===== src/rtl/hazard_stall_ctrl.sv =====
// Hazard controller for the five-stage core: load-use stalls, taken-branch flushes,
// data-memory wait freezes, stall/flush performance counters and a memory-wait watchdog.
module hazard_stall_ctrl #(
    parameter int REG_AW      = 5,
    parameter int LU_STALL_N  = 1,
    parameter int CNT_W       = 16,
    parameter int MEM_TIMEOUT = 64
) (
    input  logic              clk,
    input  logic              rst,
    input  logic [REG_AW-1:0] id_rs1,
    input  logic [REG_AW-1:0] id_rs2,
    input  logic              id_use_rs1,
    input  logic              id_use_rs2,
    input  logic              ex_mem_read,
    input  logic [REG_AW-1:0] ex_rd,
    input  logic              ex_br_taken,
    input  logic              mem_busy,
    output logic              pc_write,
    output logic              ifid_write,
    output logic              if_flush,
    output logic              idex_flush,
    output logic              exmem_hold,
    output logic [CNT_W-1:0]  stall_cnt,
    output logic [CNT_W-1:0]  flush_cnt,
    output logic              mem_timeout
);

    typedef enum logic [1:0] {
        RUN      = 2'd0,
        LU_STALL = 2'd1,
        MEM_WAIT = 2'd2
    } state_t;

    localparam int                WAIT_W    = $clog2(MEM_TIMEOUT + 1);
    localparam logic [WAIT_W-1:0] WAIT_MAX  = WAIT_W'(MEM_TIMEOUT);
    localparam logic [WAIT_W-1:0] WAIT_LAST = WAIT_W'(MEM_TIMEOUT - 1);
    localparam logic [1:0]        LU_LOAD   = 2'(LU_STALL_N - 1);

    state_t            state;
    state_t            state_nxt;
    state_t            ret_state;
    state_t            ret_state_nxt;
    state_t            eff_state;
    logic [1:0]        lu_cnt;
    logic [1:0]        lu_cnt_nxt;
    logic [WAIT_W-1:0] wait_cnt;
    logic              lu_hit;

    assign lu_hit = ex_mem_read && (ex_rd != '0) &&
                    ((id_use_rs1 && (id_rs1 == ex_rd)) || (id_use_rs2 && (id_rs2 == ex_rd)));

    // A released memory wait resumes exactly as the state it interrupted.
    assign eff_state = (state == MEM_WAIT) ? ret_state : state;

    always_ff @(posedge clk or posedge rst) begin
        if (rst) begin
            state     <= RUN;
            ret_state <= RUN;
            lu_cnt    <= 2'd0;
        end else begin
            state     <= state_nxt;
            ret_state <= ret_state_nxt;
            lu_cnt    <= lu_cnt_nxt;
        end
    end

    always_comb begin
        pc_write      = 1'b1;
        ifid_write    = 1'b1;
        if_flush      = 1'b0;
        idex_flush    = 1'b0;
        exmem_hold    = 1'b0;
        state_nxt     = RUN;
        ret_state_nxt = ret_state;
        lu_cnt_nxt    = lu_cnt;

        if (rst) begin
            pc_write   = 1'b0;
            ifid_write = 1'b0;
            if_flush   = 1'b1;
            idex_flush = 1'b1;
        end else if (mem_busy) begin
            pc_write   = 1'b0;
            ifid_write = 1'b0;
            exmem_hold = 1'b1;
            state_nxt  = MEM_WAIT;
            if (state != MEM_WAIT) begin
                ret_state_nxt = state;
            end
        end else if (ex_br_taken) begin
            if_flush   = 1'b1;
            idex_flush = 1'b1;
        end else if (eff_state == LU_STALL) begin
            // The stall length is fixed by the counter, independent of lu_hit.
            pc_write   = 1'b0;
            ifid_write = 1'b0;
            idex_flush = 1'b1;
            if (lu_cnt > 2'd1) begin
                lu_cnt_nxt = lu_cnt - 2'd1;
                state_nxt  = LU_STALL;
            end
        end else if (lu_hit) begin
            pc_write   = 1'b0;
            ifid_write = 1'b0;
            idex_flush = 1'b1;
            if (LU_STALL_N > 1) begin
                lu_cnt_nxt = LU_LOAD;
                state_nxt  = LU_STALL;
            end
        end
    end

    always_ff @(posedge clk or posedge rst) begin
        if (rst) begin
            wait_cnt    <= '0;
            mem_timeout <= 1'b0;
        end else if (mem_busy) begin
            if (wait_cnt != WAIT_MAX) begin
                wait_cnt <= wait_cnt + 1'b1;
            end
            if (wait_cnt == WAIT_LAST) begin
                mem_timeout <= 1'b1;
            end
        end else begin
            wait_cnt <= '0;
        end
    end

    always_ff @(posedge clk or posedge rst) begin
        if (rst) begin
            stall_cnt <= '0;
            flush_cnt <= '0;
        end else begin
            if (!pc_write && (stall_cnt != '1)) begin
                stall_cnt <= stall_cnt + 1'b1;
            end
            if (if_flush && (flush_cnt != '1)) begin
                flush_cnt <= flush_cnt + 1'b1;
            end
        end
    end

endmodule

===== config.mk =====
export PLATFORM = sky130hd
export DESIGN_NAME = hazard_stall_ctrl
export DESIGN_NICKNAME = d
export VERILOG_FILES = /design/src/rtl/hazard_stall_ctrl.sv
export SDC_FILE = /design/constraint.sdc
export NUM_CORES = 1
export LEC_CHECK = 0
export CORE_ASPECT_RATIO = 0.9
export CORE_UTILIZATION = 52
export DETAILED_ROUTE_END_ITERATION = 12
export HOLD_SLACK_MARGIN = 0.05
export PLACE_DENSITY_LB_ADDON = 0.12
export SYNTH_ARGS = -nofsm -noshare
export SYNTH_HDL_FRONTEND = slang
export SYNTH_SLANG_ARGS = --single-unit

===== constraint.sdc =====
create_clock -name clk -period 5.84 [get_ports clk]
set_input_delay 1.46 -clock clk [delete_from_list [all_inputs] [get_ports clk]]
set_output_delay 1.46 -clock clk [all_outputs]
set_load 0.05 [all_outputs]

## Yosys cells after proc, flatten, opt, wreduce, memory -nomap -nowiden

Cells that the tools add are included.

- Flip-flop bits (word level): 46
- Input port bits: 22
- Output and inout port bits: 38
- Word-level logic and storage cells: 60

- Add/subtract/negate cells: 4
- Order comparisons: 1
- Eq/ne operators: 10
- Muxes and demuxes: 23
- Bitwise operators: 3
- Reduce and logical (&&, ||, !) cells: 12

Operator list:

| cell | count |
|---|---|
| adder 16 x 1 -> 16 bit (second input constant) | 2 |
| != test 16 bit (second input constant) | 2 |
| two-way mux 1 bit | 18 |
| two-way mux 7 bit | 2 |
| equality test 5 bit | 2 |
| adder 7 x 1 -> 7 bit (second input constant) | 1 |
| equality test 7 x 6 -> 1 bit (second input constant) | 1 |
| != test 7 bit (second input constant) | 1 |
| logical AND 1 bit | 6 |
| two-way mux 2 bit | 3 |
| AND reduction 5 bit | 1 |
| nonzero test 5 bit | 1 |
| NOT 1 bit | 3 |
| AND reduction 3 bit | 1 |
| equality test 2 x 1 -> 1 bit (second input constant) | 1 |
| equality test 2 bit (second input constant) | 1 |
| greater-than comparator 2 x 1 -> 1 bit (second input constant) | 1 |
| != test 2 x 1 -> 1 bit (second input constant) | 1 |
| != test 2 bit (second input constant) | 1 |
| AND reduction 2 bit | 1 |
| subtractor 2 x 1 -> 2 bit (second input constant) | 1 |
| logical NOT 1 bit | 1 |
| logical OR 1 bit | 1 |

## Depth between registers and ports, before layout

Gate-level depths: netlist of run 1.

- Depth after elaboration: 11
- Gate-level depth with buffers: 7
- Mapped depth without buffers: 7

## Worst setup path after synthesis of run 1

Ideal clock, no wire load.

- Path kind: input -> output
- Start: input port rst
- End: output port pc_write
- Arrival time: 3,398 ps
- Data required time: 4,380 ps
- Path slack: 982 ps
- Stages on the path: 5
- Path buffers: 2
- Cells stage by stage: inv_1 o211ai_2 a21oi_4 buf_6 buf_4

- Word-level cells in the longest chain between the ends: 1

RTL lines:

| item | RTL line | source |
|---|---|---|
| start: declaration | 10 | `input logic rst,` |
| two-way mux 1 bit | -- |  |
| end: declaration | 19 | `output logic pc_write,` |

No other way between the ends.

## Final worst setup path of run 1

- Start: input port ex_rd[2]
- End: output port idex_flush

- Word-level cells in the longest chain between the ends: 9
- Elaborated cells between the ends (all ways): 13
- Those cells by class: eq/ne: 2; mux: 5; reduce/logical: 6

RTL lines:

| item | RTL line | source |
|---|---|---|
| start: declaration | 16 | `input logic [REG_AW-1:0] ex_rd,` |
| equality test 5 bit | 51 | `((id_use_rs1 && (id_rs1 == ex_rd)) \|\| (id_use_rs2 && (id_rs2 == ex_rd)));` |
| logical AND 1 bit | 51 |  |
| logical OR 1 bit | 51 |  |
| logical AND 1 bit * | 50 | `assign lu_hit = ex_mem_read && (ex_rd != '0) &&` |
| two-way mux 1 bit * | 103 | `end else if (lu_hit) begin` |
| two-way mux 1 bit * | 94 | `end else if (eff_state == LU_STALL) begin` |
| two-way mux 1 bit * | 91 | `end else if (ex_br_taken) begin` |
| two-way mux 1 bit * | 83 | `end else if (mem_busy) begin` |
| two-way mux 1 bit * | 78 | `if (rst) begin` |
| end: declaration | 22 | `output logic idex_flush,` |

Mark *: on every way between the ends. The rest lies on a longest branch, timed or not.

==> flow_metrics.py, run 1 <==
metrics = {
    "clock_network": {
        "path_clk_slew_ns": 0.09,
        "clock_sinks": 46,
        "numCtsBuffers": 5,
        "cts-root-buf": "clkbuf_8",
        "postCtsResizedCells": 0,
        "cts_tree": "yes",
        "clkLatencyLatePin_ns": 0.30,
        "post_cts_buffers": 0,
        "clockBufferDepth": 2,
        "holdBufCountCts": 0,
        "htreeDepth": 2,
    },
    "timing": {
        "rsz0062_at_grt": "no",
        "worstMarginPinSlew_ns": 0.700,
        "finalMaxSlewViolations": 0,
        "setup_viol": 0,
        "period_share_pct": 91.1,
        "clock_skew_ns": 0.00743,
        "maxSlewHeadroom_pct": 53.1,
        "fmax_mhz": 188,
        "hold_viol": 0,
        "min_period_ns": 5.32,
        "tns_ns": 0,
    },
    "route": {
        "wirelength_um": 4410,
        "postRouteAntennaNets": 0,
        "wl_per_cell_um": 12.8,
        "first_pass_iters": 4,
        "drtIter0Drc": 95,
        "viasPerCell": 5.13,
        "via_count": 1769,
        "route.detailed.drc": 0,
    },
    "yosys": {
        "synth_cells": 218,
        "synth-seq-area-share_pct": 49.4,
        "syn_nets": 245,
        "synthFlopType": "dfrtp_1",
        "synthArstFlopShare_pct": 100,
        "ys_ff_latch": 46,
        "synth.distinct_cells": 41,
        "syn_area_per_cell_um2": 10.7,
        "yosysWarnings": 0,
        "synth_edf_count": 0,
        "synth_area_um2": 2330,
    },
    "setup_path": {
        "crit_type": "input port to output pin",
        "reg2regPathDepth": 7,
        "path_cells": "clkdlybuf4s50_1 > xnor2_1 > nand4_1 > o22ai_1 > or2b_2 > a31oi_1 > clkdlybuf4s50_1",
        "crit_path_end": "idex_flush",
        "crit_start": "ex_rd[2]",
        "max_stage_delay_ns": 0.82,
        "end_kind": "output pin",
        "cp_max_fo": 3,
        "r2r_setup_slack_ns": 3.83,
        "cp_slowest_cell": "clkdlybuf4s50_1",
        "crit_path_frequent_cell": "clkdlybuf4s50_1",
        "r2r-end": "stall_cnt[14]$_DFFE_PP0P_",
        "crit_required_ns": 4.38,
        "timing.rr.start": "state[0]$_DFF_PP0_",
        "arrival_ns": 3.86,
        "cp-start-kind": "input port",
    },
    "finish": {
        "drive_gt1_share_pct": 8.77,
        "layout_common_cells": "clkdlybuf4s50_1 (59), dfrtp_1 (46), xor2_1 (25)",
        "area_growth_pct": 33.3,
        "nFillCells": 320,
        "layout_commonest_cell": "clkdlybuf4s50_1",
        "nets": 311,
        "n_antenna_cell": 0,
    },
    "power": {
        "vdd_ir_drop_max_mv": 0.352,
        "leakagePower_nw": 1.30,
        "power_density_nw_per_um2": 412,
        "finalPower_w": 0.00128,
    },
    "global_route": {
        "grt_pass1_wl_um": 7760,
        "antenna_found_initial": 0,
        "grtUsageTotal_pct": 21.3,
        "grt_start_max_net_pins": 47,
        "grt_pass1_vias": 1804,
        "overflow": 0,
    },
    "floorplan": {
        "die_height_um": 65.5,
        "num_rows": 22,
        "fp.dieW_um": 72.5,
        "die-area_um2": 4750,
        "core-area_um2": 4180,
        "io_pins": 60,
        "start_util_pct": 55.7,
    },
    "hold_path": {
        "hp-start": "mem_timeout$_DFFE_PP0P_",
        "hp-class": "flop to flop",
        "whs_path_depth": 1,
    },
    "place": {
        "detailed_place_hpwl_um": 3300,
        "place_congestion": 0.766,
        "port_buffers": 59,
    },
    "flow_run": {
        "cap_violations": 0,
    },
    "outcome": {
        "status": "completed",
    },
}
==> cell families (layout without fill, tap and decap cells) <==
kind of cell / after synthesis / after routing / synth area share [%]
xor gates and xnor gates: 46 / 46 / 17.3
and+or+nand+nor: 91 / 91 / 21.7
adders and majority gates: 5 / 5 / 2.69
muxes: 3 / 3 / 1.61
AOI/OAI and AO/OA: 16 / 16 / 5.00
buffers and inverters: 11 / 78 / 2.26
DFF: 46 / 46 / 49.4
==> report_power, final <==
part           total [W]  internal, W  switching (W)
registers       0.000486     0.000388      0.0000974
logic           0.000554     0.000207       0.000348
clock network   0.000239     0.000128       0.000111
==> cell usage after synthesis (2+ instances only) <==
cell type,number,area share [%]
dfrtp_1,46,49
xor2_1,25,9.4
xnor2_1,21,7.9
nor2_1,20,3.2
nand3_1,15,3.2
nand2_1,14,2.3
nand4_1,9,2.4
inv_1,8,1.3
nor3_1,8,1.7
a21oi_1,7,1.5
ha_1,5,2.7
nor4_1,4,1.1
and2_1,2,0.54
and4_1,2,0.75
mux2_2,2,0.97
nor3_2,2,0.86
nor4b_1,2,0.75
or2b_2,2,0.75
or3_1,2,0.54
==> final cells by class <==
type / instances / area (um2) / area share, %
flip-flops and latches: 46 / 1150 / 37.1
inverters: 9 / 33.8 / 1.09
repair buffers: 61 / 606 / 19.5
multi-input cells: 161 / 1120 / 36.2
clock inverters: 3 / 43.8 / 1.41
clock buffers: 5 / 68.8 / 2.22
well taps: 60 / 75.1 / 2.42
==> worst min-delay path by stage <==
stage | endpoint | slack (ns)
2_1_floorplan | lu_cnt[0]$_DFFE_PP0P_ | 0.45
3_3_place_gp | mem_timeout$_DFFE_PP0P_ | 0.45
3_5_place_dp | mem_timeout$_DFFE_PP0P_ | 0.46
4_1_cts | mem_timeout$_DFFE_PP0P_ | 0.49
5_1_grt | flush_cnt[14]$_DFFE_PP0P_ | 0.51
6_report | mem_timeout$_DFFE_PP0P_ | 0.49
==> registers in the layout, summed over array words and instances (netlist names) <==
register and count:
lu_cnt 2, mem_timeout 1, flush_cnt 16, state 2, stall_cnt 16, wait_cnt 7
ret_state 2
==> layer usage <==
layer | global-route usage [%] | wire length (um)
met1 | 26.8 | 2050
met3 | 4.29 | 199
met2 | 36.9 | 2120
met4 | 6.62 | 40
met5 | 0 | 0
==> worst max-delay path: cells and delay by family <==
kind	cells	cell delay [ns]
compound gates	2	0.48
simple gates	2	0.43
buf+inv	2	1.36
xor+xnor	1	0.14
==> stage by stage <==
stage          worst slack [ns]  cells  cell area [um2]  util [%]  hold slack (ns)
6_report                  0.520    345             3100      74.2            0.485
3_3_place_gp              0.543    337             2990      71.5            0.453
2_1_floorplan             0.982    218             2330         -            0.448
5_1_grt                   0.427    345             3100      74.2            0.509
4_1_cts                   0.513    345             3100      74.2            0.485
3_5_place_dp              0.518    337             2990      71.5            0.459
No activity file was read; power rests on OpenSTA's default activity.
==> run 2: changes to the inputs <==
--- a/config.mk
+++ b/config.mk
@@ -6,8 +6,9 @@
 export NUM_CORES = 1
 export LEC_CHECK = 0
 export CORE_ASPECT_RATIO = 0.9
-export CORE_UTILIZATION = 52
+export CORE_UTILIZATION = 60
 export DETAILED_ROUTE_END_ITERATION = 12
+export DONT_BUFFER_PORTS = 1
 export HOLD_SLACK_MARGIN = 0.05
 export PLACE_DENSITY_LB_ADDON = 0.12
 export SYNTH_ARGS = -nofsm -noshare
==> flow_metrics.py, run 2 (synthesis gave the netlist of run 1 again) <==
metrics = {
    "outcome": {
        "status": "completed",
    },
    "floorplan": {
        "die_height_um": 61.1,
        "num_rows": 21,
        "core-area_um2": 3700,
        "die-area_um2": 4130,
        "start_util_pct": 62.9,
        "fp.dieW_um": 67.7,
        "io_pins": 60,
    },
    "finish": {
        "n_antenna_cell": 0,
        "largestRegisters": "flush_cnt x16, stall_cnt x16, wait_cnt x7",
        "utilization_pct": 67.2,
        "stdcell_area_um2": 2490,
        "layout_common_cells": "dfrtp_1 (46), xor2_1 (25), xnor2_1 (21)",
        "area_growth_pct": 6.99,
        "nets": 254,
        "layout_commonest_cell": "dfrtp_1",
        "drive_gt1_share_pct": 12.3,
    },
    "power": {
        "swShare_pct": 49.4,
        "finalPower_w": 0.00110,
        "power_switching_w": 0.000542,
        "intPower_w": 0.000555,
        "leakagePower_nw": 1.07,
        "power_density_nw_per_um2": 441,
        "pwr-share-clk_pct": 18.0,
        "seqPwrFrac_pct": 66.2,
        "pwr-share-comb_pct": 15.8,
        "vdd_ir_drop_max_mv": 0.393,
    },
    "setup_path": {
        "max_stage_delay_ns": 0.64,
        "crit_type": "input port to output pin",
        "r2r_setup_slack_ns": 3.42,
        "cp_max_fo": 5,
        "path_cells": "or4_1 > o21ai_2 > nor2_1 > a21oi_4",
        "arrival_ns": 2.87,
        "cp-start-kind": "input port",
        "timing.rr.start": "stall_cnt[4]$_DFFE_PP0P_",
        "reg2regPathDepth": 5,
        "cp_slowest_cell": "a21oi_4",
        "end_kind": "output pin",
        "crit_required_ns": 4.38,
        "r2r-end": "stall_cnt[1]$_DFFE_PP0P_",
    },
    "timing": {
        "hold_slack_ns": 0.487,
        "finalMaxSlewViolations": 0,
        "rsz0062_at_grt": "no",
        "clock_skew_ns": 0.00980,
        "maxSlewHeadroom_pct": 47.0,
        "tns_ns": 0,
        "setup_viol": 0,
        "fmax_mhz": 231,
        "hold_viol": 0,
        "worstMarginPinSlew_ns": 0.793,
        "period_share_pct": 74.2,
        "min_period_ns": 4.33,
    },
    "clock_network": {
        "postCtsResizedCells": 0,
        "path_clk_slew_ns": 0.08,
        "cts_tree": "yes",
        "post_cts_buffers": 0,
        "holdBufCountCts": 0,
        "clkLatencyLatePin_ns": 0.30,
        "clock_sinks": 46,
        "numCtsBuffers": 5,
        "htreeDepth": 2,
        "cts-root-buf": "clkbuf_8",
        "clockBufferDepth": 2,
    },
    "route": {
        "postRouteAntennaNets": 0,
        "wirelength_um": 4370,
        "route.detailed.drc": 0,
        "viasPerCell": 5.88,
        "via_count": 1610,
        "drtIter0Drc": 68,
        "wl_per_cell_um": 15.9,
        "first_pass_iters": 4,
    },
    "place": {
        "detailed_place_hpwl_um": 3310,
        "place_area_um2": 2400,
        "place_congestion": 0.736,
        "port_buffers": 0,
    },
    "global_route": {
        "overflow": 0,
        "grt_pass1_wl_um": 7010,
        "grt_start_max_net_pins": 48,
        "grtUsageTotal_pct": 23.2,
        "antenna_found_initial": 0,
        "grt_pass1_vias": 1616,
    },
    "flow_run": {
        "cap_violations": 0,
    },
    "hold_path": {
        "whs_path_depth": 1,
        "hold_end": "lu_cnt[0]$_DFFE_PP0P_",
        "hp-class": "flop to flop",
        "hp-start": "lu_cnt[0]$_DFFE_PP0P_",
    },
}
## run 2: cell types whose count changed in the layout (fill, tap and decap cells not counted), sizes merged
cell | before | now
clkdlybuf4s50 | 59 | 0
buf | 2 | 4
bufinv | 1 | 0
clkinv | 3 | 2
clkinvlp | 0 | 1
inv | 8 | 9
## run 2: power by group through the flow
| stage | Combinational, W | Sequential, W | Clock (W) |
|---|---|---|---|
| 3_5_place_dp | 0.000175 | 0.000733 | 0 |
| 3_3_place_gp | 0.000162 | 0.000727 | 0 |
| 4_1_cts | 0.000176 | 0.000727 | 0.000204 |
| 2_1_floorplan | 0.000145 | 0.000706 | 0 |
| 5_1_grt | 0.000194 | 0.000744 | 0.000219 |
| 6_report | 0.000173 | 0.000727 | 0.000198 |
## run 2: worst max path at each step
stage	from	cells past startpoint	slack [ns]	to
2_1_floorplan	rst	5	0.98	pc_write
3_3_place_gp	ex_rd[1]	4	1.53	ifid_write
3_5_place_dp	ex_rd[1]	4	1.50	ifid_write
4_1_cts	ex_rd[1]	4	1.50	ifid_write
5_1_grt	rst	4	1.42	ifid_write
6_report	ex_rd[1]	4	1.51	ifid_write
## run 2: metal layers
metal / vias to the layer above / part of all wire (%) / GRT usage [%]
li1: 777 / - / -
met1: 792 / 42 / 25.3
met2: 39 / 52 / 40.6
met3: 2 / 5.6 / 10.2
met4: 0 / 0.50 / 7.29
met5: - / 0 / 0
## run 2: metrics by stage
step,instances,worst slack [ns]
4_1_cts,274,1.50
5_1_grt,274,1.42
2_1_floorplan,218,0.982
3_3_place_gp,266,1.53
6_report,274,1.51
3_5_place_dp,266,1.50
## run 2: worst max-delay path: cells and delay by family
kind,cells,cell delay [ns]
compound gates,2,0.78
simple gates,2,0.62
## run 2: cell type report
type / instances / area [um2]
Tap cell: 46 / 57.6
Clock buffer: 5 / 68.8
Timing Repair Buffer: 4 / 30.0
Clock inverter: 3 / 25.0
Sequential cell: 46 / 1150
Inverter: 9 / 33.8
Fill cell: 273 / 1210
Multi-Input combinational cell: 161 / 1120
